[src/rtl/seq_shifter_pkg.sv]
// Shared types for seq_shifter: FSM states, shift direction constants and the captured op descriptor.
package seq_shifter_pkg;

  typedef enum logic [1:0] {
    IDLE  = 2'd0,
    SHIFT = 2'd1,
    DONE  = 2'd2
  } state_t;

  localparam logic SHIFT_LEFT  = 1'b0;
  localparam logic SHIFT_RIGHT = 1'b1;

  typedef struct packed {
    logic lr;
    logic arith;
    logic rot;
  } op_t;

endpackage

[src/rtl/seq_shifter_shift_step.sv]
// Combinational single-position shift/rotate step; zero latency, no flow control.
// Rotation is only built when SEQ_SHIFTER_ROTATE_EN is defined; otherwise op.rot is ignored.
module shift_step
  import seq_shifter_pkg::*;
#(
  parameter int WIDTH = 8
) (
  input  logic [WIDTH-1:0] cur,
  input  op_t              op,
  output logic [WIDTH-1:0] nxt,
  output logic             out_bit
);

  logic do_rot;
  logic fill;

`ifdef SEQ_SHIFTER_ROTATE_EN
  assign do_rot = op.rot;
`else
  logic unused_rot;
  assign unused_rot = op.rot;
  assign do_rot     = 1'b0;
`endif

  always_comb begin
    fill    = 1'b0;
    nxt     = cur;
    out_bit = 1'b0;
    if (op.lr == SHIFT_LEFT) begin
      fill    = do_rot ? cur[WIDTH-1] : 1'b0;
      nxt     = {cur[WIDTH-2:0], fill};
      out_bit = cur[WIDTH-1];
    end else begin
      // Rotate wins over arithmetic fill.
      fill    = do_rot ? cur[0] : (op.arith ? cur[WIDTH-1] : 1'b0);
      nxt     = {fill, cur[WIDTH-1:1]};
      out_bit = cur[0];
    end
  end

endmodule

[src/rtl/seq_shifter.sv]
// One-bit-per-clock shifter: done pulses N clocks after acceptance; ready low while shifting, start ignored then.
// Optional rotate support is enabled with the SEQ_SHIFTER_ROTATE_EN macro.
module seq_shifter
  import seq_shifter_pkg::*;
#(
  parameter  int WIDTH = 8,
  localparam int CW    = $clog2(WIDTH)
) (
  input  logic             clk,
  input  logic             rst_n,
  input  logic             start,
  input  logic [WIDTH-1:0] data_in,
  input  logic [CW-1:0]    shift_by,
  input  logic             lr,
  input  logic             arith,
  input  logic             rot,
  output logic             ready,
  output logic             done,
  output logic [WIDTH-1:0] data_out,
  output logic             cout
);

  state_t           state;
  logic [CW-1:0]    cnt;
  op_t              op_q;
  logic [WIDTH-1:0] step_nxt;
  logic             step_bit;

  shift_step #(.WIDTH(WIDTH)) u_step (
    .cur     (data_out),
    .op      (op_q),
    .nxt     (step_nxt),
    .out_bit (step_bit)
  );

  assign ready = (state != SHIFT);

  always_ff @(posedge clk or negedge rst_n) begin
    if (!rst_n) begin
      state    <= IDLE;
      cnt      <= '0;
      op_q     <= '0;
      data_out <= '0;
      cout     <= 1'b0;
      done     <= 1'b0;
    end else begin
      done <= 1'b0;
      case (state)
        // DONE accepts a new request exactly like IDLE, giving an N+1 issue interval.
        IDLE, DONE: begin
          if (start) begin
            data_out   <= data_in;
            cnt        <= shift_by;
            op_q.lr    <= lr;
            op_q.arith <= arith;
            op_q.rot   <= rot;
            cout       <= 1'b0;
            if (shift_by == '0) begin
              state <= DONE;
              done  <= 1'b1;
            end else begin
              state <= SHIFT;
            end
          end else begin
            state <= IDLE;
          end
        end
        SHIFT: begin
          data_out <= step_nxt;
          cout     <= step_bit;
          cnt      <= cnt - 1'b1;
          if (cnt == CW'(1)) begin
            state <= DONE;
            done  <= 1'b1;
          end
        end
        default: state <= IDLE;
      endcase
    end
  end

endmodule

[config.mk]
export PLATFORM = sky130hd
export DESIGN_NAME = seq_shifter
export DESIGN_NICKNAME = d
export VERILOG_FILES = /design/src/rtl/seq_shifter_pkg.sv /design/src/rtl/seq_shifter_shift_step.sv /design/src/rtl/seq_shifter.sv
export SDC_FILE = /design/constraint.sdc
export NUM_CORES = 1
export LEC_CHECK = 0
export ABC_AREA = 0
export ABC_CLOCK_PERIOD_IN_PS = 1500
export BUFFER_PORTS_ARGS = -buffer_cell sky130_fd_sc_hd__clkbuf_2
export CAP_MARGIN = 10
export CORE_MARGIN = 2
export CORE_UTILIZATION = 50
export DETAILED_ROUTE_END_ITERATION = 16
export PLACE_DENSITY = 0.82
export REMOVE_ABC_BUFFERS = 1
export SYNTH_ARGS = -nofsm -noshare
export SYNTH_HDL_FRONTEND = slang
export SYNTH_HIERARCHICAL = 1
export SYNTH_SLANG_ARGS = --single-unit
[constraint.sdc]
create_clock -name clk -period 1.5 [get_ports clk]
set_input_delay 0.45 -clock clk [delete_from_list [all_inputs] [get_ports clk]]
set_output_delay 0.45 -clock clk [all_outputs]
set_load 0.02 [all_outputs]
After elaboration in Yosys (flattened, before gate mapping)

Cells that the tools add are included.

Register bits after elaboration: 17
Output and inout bits: 11
ROM bits: 0
Bits of input ports: 17
Memories: 0
Latch bits: 0
Bits in writable memories: 0

Mux-type cells: 17
Order comparisons: 0
Add/sub/neg operators: 1
Equality and inequality tests: 7
Reduce and logical (&&, ||, !) cells: 7
Divide/modulo/power cells: 0
$mul: 0
Bitwise gates (word level): 0
Shifts and indexed selects: 0

Operators with widths:

| kind                  | number |
|---|---|
| $mux W8               | 2 |
| $pmux W8 S2           | 1 |
| $mux W1               | 6 |
| $mux W2               | 3 |
| $pmux W3 S2           | 1 |
| $ne A2 B2 Y1 const B  | 2 |
| $pmux W1 S2           | 2 |
| $pmux W2 S2           | 1 |
| $reduce_and A2 Y1     | 2 |
| $eq A3 B1 Y1 const B  | 1 |
| $logic_not A3 Y1      | 1 |
| $mux W3               | 1 |
| $ne A3 B3 Y1 const B  | 1 |
| $reduce_and A3 Y1     | 1 |
| $sub A3 B1 Y3 const B | 1 |
| $eq A2 B1 Y1 const B  | 1 |
| $eq A2 B2 Y1 const B  | 1 |
| $logic_not A2 Y1      | 1 |
| $ne A2 B1 Y1 const B  | 1 |
| $reduce_bool A2 Y1    | 1 |
| $reduce_or A2 Y1      | 1 |

Logic depth before layout (Yosys ltp)

Gate-level depths: netlist of the first run.

Depth in word-level cells: 4
Mapped depth: 5

Hierarchy

Netlist of the first run, hierarchy kept.

By module, submodules not included:

| module      | seq. area each (um^2) | area each (um^2) | cells each | instances |
|---|---|---|---|---|
| seq_shifter | 450.4                 | 837.1            | 87         | 1 |
| shift_step  | 0.0                   | 137.6            | 12         | 1 |

Worst setup path before layout of the first run

Ideal clock, no wire load.

Path type: flip-flop to output port
From: reg state[0]
To: out ready
Data arrival time: 0.830 ns
Stages on the path, launching flop included: 4
Path buffers: 1
Setup slack: 0.220 ns
Required time: 1.050 ns
Cells stage by stage: dfrtp_1 and2b_4 inv_2 buf_2

Cells in the longest elaborated chain, start to end: 1

Ends and longest elaborated chain:

| item                     | RTL line          | RTL |
|---|---|---|
| start: declaration       | seq_shifter.sv:23 | `state_t state;` |
| start signal: assignment | seq_shifter.sv:40 | `state <= IDLE;` |
| start signal: assignment | seq_shifter.sv:59 | `state <= DONE;` |
| start signal: assignment | seq_shifter.sv:62 | `state <= SHIFT;` |
| $ne A2 B1 Y1             | seq_shifter.sv:36 | `assign ready = (state != SHIFT);` |
| end: declaration         | seq_shifter.sv:17 | `output logic ready,` |

No other way between the ends.

Final worst setup path of the first run

From: reg state[1]
To: out ready

Same word-level chain as after synthesis.

==> results by group, run 1 <==
Global route
  – GRT overflow: 0
  – Busiest grt layer: met2
  – First-pass GRT wire length: 3210 um
  – Met2 Resource Use GR: 0.359
  – Total track usage: 0.205
  – Grt met1 use: 0.254
  – Initial antenna violation count: 0
  – Met3 Use GR: 0.0462
  – Vias in the first global route: 736
  – Largest net degree at the start of global routing: 18

Synth
  – Yosys warns: 6
  – Syn Std Cell Area: 938 um^2
  – Synth Area per Inst: 9.88 um^2
  – Post-Synthesis Cells: 95

STA
  – Worst-Margin Slew: 0.517 ns
  – Setup Skew: 0.00129 ns
  – Fin. max-slew vios: 0
  – Final Cycle Share: 1.01
  – Highest clock rate: 660 MHz
  – RSZ-0062 raised after global routing: yes
  – Final worst slack: -0.0149 ns
  – Fin crit period: 1.51 ns
  – Final setup fails: 1
  – Final Hold Vio Count: 0
  – Hold Slack: 0.0883 ns
  – Slew HR: 0.655

Critical path
  – Crit-path max FO: 2
  – Startpoint Class: register
  – CP required: 1.05 ns
  – WP data arrival: 1.06 ns
  – Crit. End Element: output pin
  – Critical path type: reg2out

Die
  – # IOs: 28
  – Die Span Y: 47.3 um
  – Die footprint: 2240 um^2
  – Core box area: 1750 um^2
  – Starting Density: 0.538
  – Die X: 47.3 um
  – # rows: 15

Clocking
  – Hold buffers post-CTS: 0
  – CTS clock-pin slew for the worst setup and hold paths: 0.10 ns
  – Max Root-Sink Buffers: 2
  – Skew-Pair Late Insertion Delay: 0.28 ns
  – Root Buffer: clkbuf_4
  – CTS tree: yes
  – CTS sink count: 17
  – # H-tree levels: 1
  – CTS Buf Count: 3

Status
  – Failing checks: negative setup slack
  – Status: finished with violations

Placement
  – GPL Wtd Cong: 0.757
  – Post-placement cell count: 144
  – DP Worst Slack: 0.173 ns
  – Dpl hpwl: 1460 um
  – Port Buffers: 26

Route
  – Initial DRT Pass Iterations: 4
  – DRT iter0 DRCs: 8
  – Via Count: 788
  – Antenna Nets Post-Route: 0
  – Final Routed Wirelength: 1950 um
  – WL/cell: 13.0 um
  – Vias/cell: 5.25
  – # DRC: 0

Min path
  – Worst hold path type: in2async

Cells and area
  – Fin util: 0.648
  – Fin cells: 150
  – Fraction of layout cells with a size suffix above 1: 0.384
  – Final net count: 145
  – Antenna cell count: 0
  – Layout area overhead: 20.5%

Power and ir drop
  – Pwr/cell area: 2430 nW/um^2
  – Pleak: 0.585 nW
  – VDD IR-drop max: 1.18 mV
  – Final Total Pwr: 2.75 mW

Job
  – Max Cap Viol: 0
## metal layers
metal  vias to the layer above  share of wire
met3                         2          0.053
li1                        383              -
met1                       383           0.43
met4                         0         0.0046
met2                        20           0.51
met5                         -              0
## state kept, by name, indices dropped and copies added (netlist names)
signal and cells:
data_out 8, cnt 3, op_q 2, state 2, cout 1, done 1
## report_power, final
| group | switching [mW] | internal [mW] |
|---|---|---|
| Clock | 0.140 | 0.0989 |
| Sequential | 0.250 | 0.689 |
| Combinational | 0.786 | 0.786 |
## per-stage QoR
stage                     cell area [um^2]  setup TNS, ns
after floorplan                        885         -0.196
after global placement                1080              0
after detailed placement              1080              0
after CTS                             1130        -0.0441
after global routing                  1130        -0.0732
final                                 1130        -0.0149
## worst max-delay path, cell delays in order, from the launching register on
cell and delay (ns):
dfrtp_1 0.37, and2b_4 0.26, inv_4 0.04, buf_8 0.12
## cell type report
type                       instances  area, um^2
fill                             163         614
multi-input combinational         67         440
sequential                        17         425
timing repair buffer              32         185
tap                               25        31.3
clock buffer                       3        22.5
inverter                           5        21.3
clock inverter                     1        5.00
## what timing repair did
| action | CTS | global route |
|---|---|---|
| setup buffers | 2 | 0 |
| pin swaps | 0 | 0 |
| resized for setup | 3 | 1 |
| setup endpoints to repair | 1 | 1 |
## final timing paths
check,startpoint,end,slack [ns],depth (start not counted)
max in group asynchronous,rst_n,op_q[1]$_DFFE_PN0P_,1.11,1
min in group clk,arith,op_q[1]$_DFFE_PN0P_,0.35,3
worst max register to register,op_q[2]$_DFFE_PN0P_,cout$_DFFE_PN0P_,0.15,2
worst min-delay path,rst_n,data_out[2]$_DFFE_PN0P_,0.09,1
worst max-delay path,state[1]$_DFFE_PN0P_,ready,-0.01,3
worst min register to register,op_q[1]$_DFFE_PN0P_,op_q[1]$_DFFE_PN0P_,0.49,2
## cells in the final DEF (no fill, tap or decap), drive strengths merged
| cell type | count |
|---|---|
| nor2 | 11 |
| buf | 7 |
| a31oi | 8 |
| nor3 | 1 |
| and2b | 1 |
| nor2b | 2 |
| a221o | 2 |
| inv | 5 |
| nand3 | 1 |
| o22ai | 1 |
| clkbuf | 28 |
| dfrtp | 17 |
| mux2 | 7 |
| nand2 | 23 |
| o21ai | 1 |
| o211ai | 1 |
| ha | 2 |
| nand2b | 1 |
| clkinv | 1 |
| a22o | 3 |
| o311ai | 1 |
| and2 | 1 |
Power figures use the tool's default switching activity.
==> inputs of run 2 (changes only) <==
--- a/config.mk
+++ b/config.mk
@@ -9,3 +9,3 @@
 export ABC_CLOCK_PERIOD_IN_PS = 1500
-export BUFFER_PORTS_ARGS = -buffer_cell sky130_fd_sc_hd__clkbuf_2
+export BUFFER_PORTS_ARGS = -buffer_cell sky130_fd_sc_hd__buf_2
 export CAP_MARGIN = 10
@@ -14,3 +14,3 @@
 export DETAILED_ROUTE_END_ITERATION = 16
-export PLACE_DENSITY = 0.82
+export PLACE_DENSITY = 0.77
 export REMOVE_ABC_BUFFERS = 1
--- a/constraint.sdc
+++ b/constraint.sdc
@@ -3,2 +3,2 @@
 set_output_delay 0.45 -clock clk [all_outputs]
-set_load 0.02 [all_outputs]
+set_load 0.01 [all_outputs]
==> results by group, run 2 (synthesis results as in run 1) <==
STA
  – Slew HR: 0.744
  – Final setup fails: 1
  – Final Hold Vio Count: 0
  – Hold Slack: 0.0721 ns
  – Setup TNS: -0.0132 ns
  – Final worst slack: -0.0132 ns
  – Final Cycle Share: 1.01
  – RSZ-0062 raised after global routing: yes
  – Highest clock rate: 661 MHz
  – Fin crit period: 1.51 ns
  – Worst-Margin Slew: 0.384 ns
  – Setup Skew: 0.00248 ns
  – Fin. max-slew vios: 0

Critical path
  – Crit path depth: 3
  – Critical path type: reg2out
  – CP max stage delay: 0.37 ns
  – Reg2Reg Depth: 4
  – Crit-path max FO: 2
  – Reg2Reg Setup Slack: 0.19 ns
  – Startpoint Class: register
  – Buf/Inv on CP: 2
  – WP data arrival: 1.06 ns
  – Crit. End Element: output pin
  – Capturing point of the worst reg2reg path: data_out[4]$_DFFE_PN0P_
  – Crit-path cells: and2b_4 -> inv_6 -> buf_6
  – CP max stage cell: dfrtp_1
  – Critical path's top delay family: flip-flops
  – Reg2reg start: op_q[2]$_DFFE_PN0P_
  – CP required: 1.05 ns

Global route
  – Vias in the first global route: 734
  – First-pass GRT wire length: 3350 um
  – Initial antenna violation count: 0
  – Total track usage: 0.211
  – Largest net degree at the start of global routing: 18
  – GRT overflow: 0

Clocking
  – # H-tree levels: 1
  – Root Buffer: clkbuf_4
  – Max Root-Sink Buffers: 2
  – CTS Buf Count: 3
  – CTS tree: yes
  – CTS sink count: 17
  – CTS clock-pin slew for the worst setup and hold paths: 0.10 ns
  – Hold buffers post-CTS: 0
  – Skew-Pair Late Insertion Delay: 0.28 ns

Route
  – # DRC: 0
  – Vias/cell: 5.16
  – WL/cell: 13.1 um
  – Final Routed Wirelength: 1980 um
  – DRT iter0 DRCs: 12
  – Via Count: 784
  – Initial DRT Pass Iterations: 6
  – Antenna Nets Post-Route: 0

Power and ir drop
  – Share of total power in sequential cells: 0.338
  – Pleak: 0.585 nW
  – Cell-internal power: 1.59 mW
  – VDD IR-drop max: 1.24 mV
  – Sw frac: 0.402
  – Clock share of power: 0.091
  – Pwr/cell area: 2330 nW/um^2
  – Logic gate share of total power: 0.571
  – NetSw: 1.07 mW

Cells and area
  – Layout area overhead: 21.9%
  – Fraction of layout cells with a size suffix above 1: 0.386
  – Max FFs per register: 8
  – Seq. cell area: 425 um^2
  – Largest regs: data_out x8, cnt x3
  – Final net count: 147
  – Fill cell count: 151
  – Fin util: 0.655
  – Final Cell Area: 1140 um^2
  – Footprint of the multi-input gates: 440 um^2
  – Antenna cell count: 0
  – Most common cell after layout, fill and taps aside: buf_2
  – Most frequent cells in the layout: buf_2, nand2_1, dfrtp_1
  – Largest Register: data_out

Placement
  – GPL Wtd Cong: 0.769
  – Port Buffers: 26
  – Dpl cell area: 1090 um^2
  – Dpl hpwl: 1420 um

Die
  – Starting Density: 0.538
  – Die Span Y: 47.3 um
  – # IOs: 28
  – Die footprint: 2240 um^2
  – # rows: 15
  – Core box area: 1750 um^2
  – Die X: 47.3 um

Status
  – Status: finished with violations
  – Failing checks: negative setup slack

Min path
  – Worst hold path type: in2async

Job
  – Max Cap Viol: 0
-- run 2: cell count changes in the layout (fill, tap and decap cells not counted) --
| cell | previous run | this run |
|---|---|---|
| inv_6 | 0 | 1 |
| buf_8 | 1 | 0 |
| buf_4 | 6 | 8 |
| inv_4 | 1 | 0 |
| buf_6 | 0 | 1 |
| clkbuf_2 | 25 | 0 |
| buf_2 | 0 | 25 |
| clkinv_2 | 1 | 0 |
| clkbuf_1 | 0 | 1 |
-- run 2: how the worst max path moves through the flow --
| stage | from | endpoint | slack [ns] |
|---|---|---|---|
| floorplan | start | cnt[1]$_DFFE_PN0P_ | -0.1 |
| global placement | start | cnt[1]$_DFFE_PN0P_ | 0.18 |
| detailed placement | start | cnt[0]$_DFFE_PN0P_ | 0.15 |
| CTS | state[1]$_DFFE_PN0P_ | ready | -0.03 |
| global route | state[1]$_DFFE_PN0P_ | ready | -0.06 |
| finish | state[1]$_DFFE_PN0P_ | ready | -0.01 |
-- run 2: worst register-to-register path, cell delays in order, from the launching register on --
cell     delay (ns)
dfrtp_1        0.52
buf_4          0.22
mux2_4         0.30
nor2_1         0.11
a31oi_1        0.05
-- run 2: power by group through the flow --
stage	combinational, mW	clock, mW	sequential [mW]
floorplan	0.897	0	0.950
global placement	1.37	0	0.899
detailed placement	1.42	0	0.913
CTS	1.52	0.250	0.904
global route	1.70	0.279	0.937
finish	1.52	0.242	0.902
-- run 2: what timing repair did --
item / in CTS / in global routing
endpoints found under the setup margin: 1 / 1
gates resized for setup: 3 / 0
buffers inserted: 2 / 0
-- run 2: stage by stage --
| stage | power, mW | std cells | setup slack, ns |
|---|---|---|---|
| CTS | 2.68 | 152 | -0.0260 |
| finish | 2.67 | 152 | -0.0132 |
| floorplan | 1.85 | 89 | -0.0979 |
| detailed placement | 2.33 | 146 | 0.153 |
| global placement | 2.27 | 146 | 0.182 |
| global route | 2.92 | 152 | -0.0586 |
-- run 2: final cells by class --
type / count / share of cell area
clock buffer: 4 / 0.0230
inverter: 5 / 0.0208
multi-input combinational: 67 / 0.385
sequential: 17 / 0.372
tap: 25 / 0.0274
timing repair buffer: 34 / 0.172
-- run 2: layer usage --
layer	global-route usage	up-vias	wire length [um]
met1	0.305	378	878
met3	0.0346	2	93
li1	-	386	-
met2	0.335	18	1010
met4	0.0389	0	6
met5	0	-	0
==> inputs of run 3 (changes only) <==
Settings changed: CELL_PAD_IN_SITES_DETAIL_PLACEMENT set to 2, CELL_PAD_IN_SITES_GLOBAL_PLACEMENT set to 2, CORE_UTILIZATION 50 to 30, PLACE_DENSITY 0.77 to not set, PLACE_DENSITY_LB_ADDON set to 0.1.
==> results by group, run 3 (synthesis results as in run 1) <==
Critical path
  – CP required: 1.05 ns
  – Reg2reg start: op_q[2]$_DFFE_PN0P_
  – WP data arrival: 1.08 ns
  – Critical path type: reg2out
  – Reg2Reg Depth: 2
  – Startpoint Class: register
  – Crit-path max FO: 2
  – Capturing point of the worst reg2reg path: cout$_DFFE_PN0P_
  – Crit. End Element: output pin
  – Reg2Reg Setup Slack: 0.15 ns

Clocking
  – CTS sink count: 17
  – Root Buffer: clkbuf_4
  – Hold buffers post-CTS: 0
  – # H-tree levels: 1
  – CTS tree: yes
  – CTS Buf Count: 3
  – CTS clock-pin slew for the worst setup and hold paths: 0.10 ns
  – Max Root-Sink Buffers: 2
  – Skew-Pair Late Insertion Delay: 0.29 ns

Die
  – Die Span Y: 59.9 um
  – Core box area: 3000 um^2
  – Starting Density: 0.313
  – # IOs: 28
  – Die X: 59.9 um
  – # rows: 20
  – Die footprint: 3590 um^2

STA
  – Final Cycle Share: 1.02
  – Final setup fails: 1
  – Highest clock rate: 655 MHz
  – RSZ-0062 raised after global routing: yes
  – Final Hold Vio Count: 0
  – Slew HR: 0.648
  – Setup Skew: 0.00325 ns
  – Worst-Margin Slew: 0.528 ns
  – Fin crit period: 1.53 ns
  – Fin. max-slew vios: 0
  – Final worst slack: -0.0271 ns

Global route
  – Initial antenna violation count: 0
  – Vias in the first global route: 927
  – First-pass GRT wire length: 4250 um
  – Largest net degree at the start of global routing: 18
  – GRT overflow: 0
  – Total track usage: 0.160

Status
  – Failing checks: negative setup slack
  – Status: finished with violations

Power and ir drop
  – NetSw: 1.09 mW
  – Pwr/cell area: 2330 nW/um^2
  – VDD IR-drop max: 0.702 mV
  – Cell-internal power: 1.56 mW
  – Logic gate share of total power: 0.549
  – Clock share of power: 0.096
  – Share of total power in sequential cells: 0.355
  – Pleak: 0.575 nW
  – Sw frac: 0.412

Placement
  – Dpl hpwl: 1800 um
  – GPL Wtd Cong: 0.669
  – DP Worst Slack: 0.139 ns
  – Port Buffers: 26
  – Dpl cell area: 1090 um^2

Cells and area
  – Most frequent cells in the layout: buf_2, nand2_1, dfrtp_1
  – Footprint of the multi-input gates: 440 um^2
  – Layout area overhead: 21.1%
  – Final Cell Area: 1140 um^2
  – Fill cell count: 337
  – Seq. cell area: 425 um^2
  – Largest Register: data_out
  – Max FFs per register: 8
  – Antenna cell count: 0
  – Fraction of layout cells with a size suffix above 1: 0.376
  – Largest regs: data_out x8, cnt x3
  – Final net count: 145
  – Most common cell after layout, fill and taps aside: buf_2
  – Fin util: 0.378

Min path
  – Worst hold path type: in2async

Route
  – Antenna Nets Post-Route: 0
  – DRT iter0 DRCs: 13
  – WL/cell: 15.6 um
  – # DRC: 0
  – Final Routed Wirelength: 2460 um
  – Vias/cell: 5.09
  – Initial DRT Pass Iterations: 2
  – Via Count: 804

Job
  – Max Cap Viol: 0
-- run 3: changes by cell type in the layout (fill, tap and decap cells not counted) --
cell,before,now
inv_4,0,1
buf_4,8,6
inv_6,1,0
-- run 3: worst max-delay path, stage by stage (launching register included) --
cell and delay [ns]:
dfrtp_1 0.38, and2b_4 0.27, inv_4 0.04, buf_6 0.11
-- run 3: final cells by class --
class,instances,share of cell area
Clock buffer,4,0.0231
Inverter,5,0.0187
Multi-Input combinational cell,67,0.388
Sequential cell,17,0.374
Tap cell,33,0.0363
Timing Repair Buffer,32,0.160
-- run 3: worst max-delay path by stage --
stage                               startpoint                  to  slack (ns)
after floorplan                          start  cnt[1]$_DFFE_PN0P_        -0.1
after global placement                   start  cnt[1]$_DFFE_PN0P_        0.16
after detailed placement                 start  cnt[1]$_DFFE_PN0P_        0.14
after CTS                 state[1]$_DFFE_PN0P_               ready       -0.03
after global routing      state[1]$_DFFE_PN0P_               ready       -0.09
final                     state[1]$_DFFE_PN0P_               ready       -0.03
-- run 3: power by group through the flow --
stage	logic, mW	registers (mW)	clock network (mW)
global placement	1.34	0.951	0
finish	1.46	0.940	0.254
CTS	1.50	0.948	0.269
detailed placement	1.40	0.957	0
floorplan	0.897	0.950	0
global route	1.65	0.986	0.290
-- run 3: repair_timing --
item                                    in CTS  in global routing
endpoints found under the setup margin       1                  1
gates resized for setup                      2                  0
setup buffers                                2                  0
cloned                                       0                  0
-- run 3: metal layers --
layer	vias up	wire length (um)	part of all wire	GRT usage
li1	383	-	-	-
met1	404	1060	0.43	0.184
met2	15	1310	0.53	0.290
met3	2	75	0.031	0.0260
met4	0	10	0.0041	0.0667
met5	-	0	0	0
-- run 3: per-stage QoR --
stage	hold slack [ns]	instances	setup TNS (ns)	power [mW]
2_1_floorplan	0.154	89	-0.196	1.85
3_3_place_gp	0.412	152	0	2.29
3_5_place_dp	0.415	152	0	2.36
4_1_cts	0.0737	158	-0.0282	2.71
5_1_grt	0.0832	158	-0.0871	2.92
6_report	0.0714	158	-0.0271	2.65
